<file path="src/rtl/counter.sv">
// Free-running modulo counter with programmable terminal value and combinational terminal-count flag.
// Optional synchronous clear port clr_i is enabled by defining COUNTER_CLR_EN.
module counter #(
  parameter int unsigned WIDTH = 11
) (
  input  logic             clk_i,
  input  logic             rst_ni,
`ifdef COUNTER_CLR_EN
  input  logic             clr_i,
`endif
  input  logic [WIDTH-1:0] limit_i,
  output logic [WIDTH-1:0] count_o,
  output logic             overflow_o
);

  // Increment only happens below the limit, so the all-ones count never rolls over arithmetically.
  function automatic logic [WIDTH-1:0] next_count(input logic [WIDTH-1:0] cur,
                                                  input logic             at_limit);
    logic [WIDTH-1:0] nxt;
    nxt = cur + {{(WIDTH-1){1'b0}}, 1'b1};
    if (at_limit) nxt = '0;
    return nxt;
  endfunction

  logic at_limit;
  logic clear;

  assign at_limit   = (count_o >= limit_i);
  assign overflow_o = at_limit;

`ifdef COUNTER_CLR_EN
  assign clear = clr_i;
`else
  assign clear = 1'b0;
`endif

  always_ff @(posedge clk_i or negedge rst_ni) begin
    if (!rst_ni) begin
      count_o <= '0;
    end else if (clear) begin
      count_o <= '0;
    end else begin
      count_o <= next_count(count_o, at_limit);
    end
  end

endmodule

</file>
<file path="config.mk">
export PLATFORM = sky130hd
export DESIGN_NAME = counter
export DESIGN_NICKNAME = d
export VERILOG_FILES = /design/src/rtl/counter.sv
export SDC_FILE = /design/constraint.sdc
export NUM_CORES = 1
export LEC_CHECK = 0
export BUFFER_PORTS_ARGS = -buffer_cell sky130_fd_sc_hd__buf_4
export CAP_MARGIN = 10
export CORE_MARGIN = 4
export CORE_UTILIZATION = 43
export CTS_CLUSTER_DIAMETER = 100
export CTS_CLUSTER_SIZE = 25
export DETAILED_ROUTE_END_ITERATION = 12
export PLACE_DENSITY = 0.83
export SLEW_MARGIN = 20
export SYNTH_ARGS = -nofsm -noshare
export SYNTH_HDL_FRONTEND = slang
export SYNTH_SLANG_ARGS = --single-unit
</file>
<file path="constraint.sdc">
create_clock -name clk_i -period 2 [get_ports clk_i]
set_input_delay 0.4 -clock clk_i [delete_from_list [all_inputs] [get_ports clk_i]]
set_output_delay 0.4 -clock clk_i [all_outputs]
set_load 0.005 [all_outputs]
</file>
==> summary.md, run 1 <==
| Metric | Value |
|---|---|
| Outcome | finished, violations left |
| Failing checks | negative setup slack |
| Initial antenna violation count | 0 |
| Compound-Gate Fraction of Synth Area | 0.0680 |
| Starting Density | 0.479 |
| Residual DRC | 0 |
| Arrival @ worst endpoint | 1.70 ns |
| Post-synth EDFFs | 0 |
| Dominant cells by area after synthesis | dfrtp_1 36%, ha_1 20%, xor2_1 8.1%, nor2_1 6.5%, inv_1 6.0% |
| Total GRT Usage | 0.167 |
| Synth Area in Adders | 0.199 |
| Worst-Margin Slew | 0.211 ns |
| TritonRoute pass-1 iters | 4 |
| Hold_ws | between 0.4 and 0.5 ns |
| Maxcap violations | 0 |
| Crit path max fanout | 2 |
| Commonest cells in the netlist | 13 x nor2_1, 12 x ha_1, 12 x inv_1 |
| Setup slack after layout | -0.104 ns |
| Skew-Pair Late Insertion Delay | 0.27 ns |
| Area grow syn2layout | 43.8% |
| Share of the synthesized area in the top cell type | 0.365 |
| Total grt overflow | 0 |
| Final setup violation count | 1 |
| GPL Wtd Cong | 0.788 |
| Rel. slew slack | 0.859 |
| RSZ-0062 raised after global routing | yes |
| Main synth FF type | dfrtp_1 |
| Syn Area/Cell | 9.31 um^2 |
| Fin nets | ~150 |
| CP startpoint kind | register |
| Largest area contributor in the netlist | dfrtp_1 |
| CTS sink cnt | 11 |
| Dpl hpwl | 1410 um |
| Placed Area | between 0.001 and 0.0015 mm^2 |
| Initial DRC Count | 12 |
| Crit. End Element | primary output |
| Max Clock Skew | ~0.0018 ns |
| DRT antenna net count | 0 |
| Leak pwr | just over 0.6 nW |
| First-pass GRT wire length | 3140 um |
| Drt total wl | 1890 um |
| Largest regs | count_o x11 |
| YS warnings | 0 |
| Crit path largest cell delay | between 0.4 and 0.5 ns |
| Largest net degree at the start of global routing | 12 |
| Hold Fails Final Rpt | 0 |
| # H-tree levels | 1 |
| Clk root buf | clkbuf_4 |
| Die Ht | 49.9 um |
| Post-synthesis instance area | ~750 um^2 |
| Inst Count DP | ~130 |
| WP buf/inv | 1 |
| Core Area | roughly 0.0016 mm^2 |
| Synth Area in XOR/XNOR | 0.104 |
| Routed len/inst | 13.9 um |
| Final period utilization | 1.05 |
| Worst path top cell family by delay | compound AO/OA/AOI/OAI gates |
| Die ar. | 0.00249 mm^2 |
| Via density | 5.28 |
| Slowest CP cell | dfrtp_1 |
| Max-slew violations | 0 |
| Max reg flops | 11 |
| Ports | 25 |
| CP Class | register to primary output |
| Core Util, Final | 0.688 |
| Overall power | 1.17 mW |
| Worst hold path type | input port to asynchronous set/reset pin |
| Num CTS Buffers | 3 |
| Reg with most FFs | count_o |
| Vias in the first global route | just over 700 |
| FFs w/ async S/R, synth | 1.00 |
| Mux share of post-synthesis cell area | 0 |
| Antenna cell count | 0 |
| Non-filler instance count after layout | approximately 140 |
| Power per cell area | 1080 mW/mm^2 |
| Sequential fraction of the synthesis area | 0.365 |
| CTS tree | yes |
| Fmax | between 400 and 500 MHz |
| Simple-gate portion of the synthesized area | 0.189 |
| CP required | approximately 1.6 ns |
| Min cycle time layout | 2.10 ns |
| Die Span X | about 50 um |
| Clock-pin slew on the worst setup and hold paths | 0.07 ns |
| Largest family of logic cells by synthesized area | adder cells |
| CP Cell Sequence | ha_4, nand4_1, o311a_1, o21ai_2, buf_4 |
| Synthesized netlist cell count | 81 |
| Count leader, synth | nor2_1 |
| Post-route design area | 0.00108 mm^2 |
| Vias | 718 |
| Peak VDD IR | 807 uV |
| Share of cells above drive strength 1 | 0.358 |
| Longest Clk Path Bufs | 2 |
| Unique masters post-synth | 19 |
| Rows | 14 |
| PortBufs | 24 |
| Synth Register Bits | 11 |
| Syn nets | 106 |
cell type report:
type / count / area (um^2)
multi-input cells: 57 / 445
inverters: 12 / 45.0
fillers: 127 / 492
clock buffers: 4 / 26.3
repair buffers: 36 / 273
flip-flops and latches: 11 / 275
well taps: 16 / 20.0
through the flow:
step	setup WS (ns)	TNS (ns)
finish	-0.104	-0.104
global placement	0.0225	0
detailed placement	0.00528	0
floorplan	0.0909	0
global route	-0.211	-0.211
CTS	-0.112	-0.112
placed cells by master (no fill, tap or decap), types with 2 or more instances in the layout:
cell / instances
and3_1: 2
a21oi_1: 2
a211oi_2: 2
xnor2_1: 2
nand4_1: 5
nor2_1: 13
dfrtp_1: 11
inv_1: 12
buf_4: 35
nand3_1: 4
nand2_1: 2
ha_1: 11
xor2_1: 7
clkbuf_4: 3
power by group:
group / switching, mW / internal, mW / total [mW]
logic: 0.302 / 0.366 / 0.667
clock network: 0.0799 / 0.0774 / 0.157
registers: 0.0538 / 0.295 / 0.349
total: 0.435 / 0.738 / 1.17
worst reg2reg max path, delay by kind of cell (launching register included):
family / cells / cell delay (ns)
AOI/OAI and AO/OA: 2 / 0.50
adders and majority gates: 1 / 0.29
buffers and inverters: 1 / 0.20
DFF: 1 / 0.44
and+or+nand+nor: 2 / 0.13
final timing paths:
path                               end   startpoint  cells past startpoint  slack (ns)
setup / recovery            overflow_o   count_o[5]                      5       -0.10
hold / removal              count_o[3]       rst_ni                      2        0.49
setup reg to reg            count_o[5]   count_o[5]                      6        0.34
hold reg to reg            count_o[10]  count_o[10]                      2        0.59
max in group asynchronous   count_o[8]       rst_ni                      2        1.36
min in group clk_i         count_o[10]  count_o[10]                      2        0.59
cell families (layout without fill, tap and decap cells):
kind of cell | Yosys count | count (layout)
flops | 11 | 11
fa+ha+maj | 12 | 12
xor+xnor | 9 | 9
buf+inv | 13 | 52
simple gates | 29 | 29
compound gates | 7 | 7
routing by layer:
layer,vias to the layer above,share of wire,global-route usage
met1,333,0.42,0.210
li1,352,-,-
met5,-,0,0
met2,28,0.48,0.271
met3,5,0.078,0.0301
met4,0,0.023,0.0829
timing repair:
| action | CTS | global route |
|---|---|---|
| cloned | 0 | 0 |
| hold buffers | 1 | 0 |
| buffers inserted | 2 | 1 |
| hold endpoints to repair | 11 | 0 |
| gates resized for setup | 3 | 0 |
| pin swaps | 5 | 0 |
| setup endpoints to repair | 1 | 1 |
Note: power is estimated with default switching activity, not from simulation.
==> run 2, diff against run 1 <==
==> constraint.sdc (replaced) <==
create_clock -name clk_i -period 2 [get_ports clk_i]
set_input_delay 0.1 -clock clk_i [delete_from_list [all_inputs] [get_ports clk_i]]
set_output_delay 0.1 -clock clk_i [all_outputs]
set_load 0.005 [all_outputs]
==> summary.md, run 2 (synthesis gave the netlist of run 1 again) <==
| Metric | Value |
|---|---|
| Net switching power | 0.439 mW (+0.95%) |
| Crit. End Element | primary output |
| Skew-Pair Late Insertion Delay | 0.27 ns (about the same) |
| Clk root buf | clkbuf_4 |
| Leading cell type in the layout, fill and taps excluded | buf_4 |
| Die ar. | 0.00249 mm^2 (unchanged) |
| Non-filler instance count after layout | 136 (unchanged) |
| Reg with most FFs | count_o |
| Rel. slew slack | 0.855 (-0.00401) |
| Sw Share | 0.379 (+0.00767) |
| Dpl hpwl | 1360 um (-3.6%) |
| Clock-pin slew on the worst setup and hold paths | 0.08 ns (about the same) |
| Residual DRC | 0 (unchanged) |
| Rows | 14 (unchanged) |
| Worst-Margin Slew | 0.217 ns (+0.00601 ns) |
| Die Span X | 49.9 um (unchanged) |
| Drt total wl | 1920 um (+1.5%) |
| Final setup violation count | 0 (-1) |
| Clk pwr share | 0.132 (-0.002) |
| Outcome | finished clean |
| Min cycle time layout | 1.92 ns (-0.184 ns) |
| Slowest CP cell | dfrtp_1 |
| Worst hold path type | input port to asynchronous set/reset pin |
| Antenna cell count | 0 (unchanged) |
| Max Clock Skew | 0.00466 ns (+0.00287 ns) |
| Core Area | 0.00158 mm^2 (unchanged) |
| Inst Count DP | 123 (-3.9%) |
| First-pass GRT wire length | 3000 um (-4.4%) |
| Most frequent cells in the layout | 34 x buf_4, 13 x nor2_1, 12 x inv_1 |
| Crit path max fanout | 5 (+3) |
| Ports | 25 (unchanged) |
| CTS sink cnt | 11 (unchanged) |
| Max-slew violations | 0 (unchanged) |
| DRT antenna net count | 0 (unchanged) |
| Vias | 722 (+0.56%) |
| Layout fillers | 117 (-7.9%) |
| CP required | 1.90 ns (+0.30 ns) |
| Fmax | 521 MHz (+9.6%) |
| PortBufs | 24 (unchanged) |
| Comb power frac | 0.554 (-0.015) |
| CTS tree | yes |
| GPL Wtd Cong | 0.827 (+5.0%) |
| FF/Latch Area | 277 um^2 (+0.45%) |
| Fin nets | 146 (unchanged) |
| Total grt overflow | 0 (unchanged) |
| Internal power | 0.721 mW (-2.3%) |
| Num CTS Buffers | 3 (unchanged) |
| Power per cell area | 1060 mW/mm^2 (-1.7%) |
| Overall power | 1.16 mW (-1.1%) |
| Max reg flops | 11 (unchanged) |
| Final period utilization | 0.960 (-0.0922) |
| Crit path largest cell delay | 0.40 ns (-0.04 ns) |
| Setup slack after layout | 0.0808 ns (+0.184 ns) |
| Share of cells above drive strength 1 | 0.375 (+0.0167) |
| TritonRoute pass-1 iters | 4 (unchanged) |
| CP Class | register to primary output |
| Core Util, Final | 0.692 (+0.00397) |
| Maxcap violations | 0 (unchanged) |
| # H-tree levels | 1 (unchanged) |
| Area grow syn2layout | 44.6% |
| Pre-CTS setup slack | 0.220 ns (+0.215 ns) |
| Multi-input gate area | 445 um^2 (unchanged) |
| Largest regs | count_o x11 |
| R2R depth | 7 (+1) |
| Initial DRC Count | 15 (+3) |
| Peak VDD IR | 782 uV (-3.0%) |
| Sequential Power Share | 0.313 (+0.016) |
| CP Cell Sequence | ha_1, nand4_1, o311a_1, o21ai_2, buf_6, buf_4 |
| Leak pwr | 0.608 nW (+0.43%) |
| Longest Clk Path Bufs | 2 (unchanged) |
| Arrival @ worst endpoint | 1.82 ns (+0.12 ns) |
| Starting Density | 0.479 (unchanged) |
| Initial antenna violation count | 0 (unchanged) |
| Total GRT Usage | 0.157 (-0.0100) |
| Largest net degree at the start of global routing | 13 (+1) |
| Routed len/inst | 14.1 um (+1.5%) |
| Die Ht | 49.9 um (unchanged) |
| Vias in the first global route | 694 (-1.7%) |
| CP startpoint kind | register |
| Via density | 5.31 (+0.56%) |
| Hold Fails Final Rpt | 0 (unchanged) |
run 2: worst max-delay path: cells and delay by family (launching register included):
family          cells  cell delay (ns)
compound gates      2             0.52
fa+ha+maj           1             0.30
buf+inv             2             0.23
flops               1             0.40
simple gates        1             0.09
run 2: through the flow:
step	setup TNS, ns	hold WS, ns	area [um^2]
finish	0	0.205	1090
global route	-0.00817	0.200	1090
CTS	0	0.191	1030
detailed placement	0	-0.0608	966
global placement	0	-0.0627	966
floorplan	0	-0.196	754
run 2: cell type report:
| cell class | count | area share |
|---|---|---|
| well taps | 16 | 0.0183 |
| clock buffers | 3 | 0.0206 |
| inverters | 12 | 0.0413 |
| clock inverters | 1 | 0.00459 |
| multi-input cells | 57 | 0.408 |
| repair buffers | 36 | 0.253 |
| flip-flops and latches | 11 | 0.253 |
run 2: metal layers:
layer / routed length (um) / part of all wire / up-vias / track usage
met5: 0 / 0 / - / 0
met4: 25 / 0.013 / 0 / 0.0783
met3: 105 / 0.055 / 4 / 0.0392
met2: 965 / 0.50 / 22 / 0.240
met1: 826 / 0.43 / 343 / 0.203
li1: - / - / 353 / -
run 2: timing repair:
action / 4_1_cts / 5_1_grt
setup endpoints to repair: 1 / 1
hold buffers: 1 / 0
pin swaps: 0 / 1
gates cloned: 0 / 0
buffers inserted: 3 / 5
gates resized for setup: 2 / 3
endpoints found under the hold margin: 11 / 0
run 2: power by group through the flow:
stage | Sequential (mW) | Combinational, mW | Clock (mW)
after detailed placement | 0.390 | 0.500 | 0
after CTS | 0.365 | 0.576 | 0.159
after global routing | 0.371 | 0.717 | 0.174
final | 0.364 | 0.643 | 0.154
after global placement | 0.384 | 0.474 | 0
after floorplan | 0.395 | 0.244 | 0
run 2: final timing paths:
| check | from | endpoint | slack [ns] |
|---|---|---|---|
| worst max-delay path | count_o[5] | overflow_o | 0.08 |
| worst min-delay path | rst_ni | count_o[8] | 0.20 |
| worst max register to register | count_o[5] | count_o[8] | 0.25 |
| worst min register to register | count_o[0] | count_o[0] | 0.58 |
| max in group asynchronous | rst_ni | count_o[3] | 1.64 |
| min in group clk_i | limit_i[10] | count_o[5] | 0.42 |
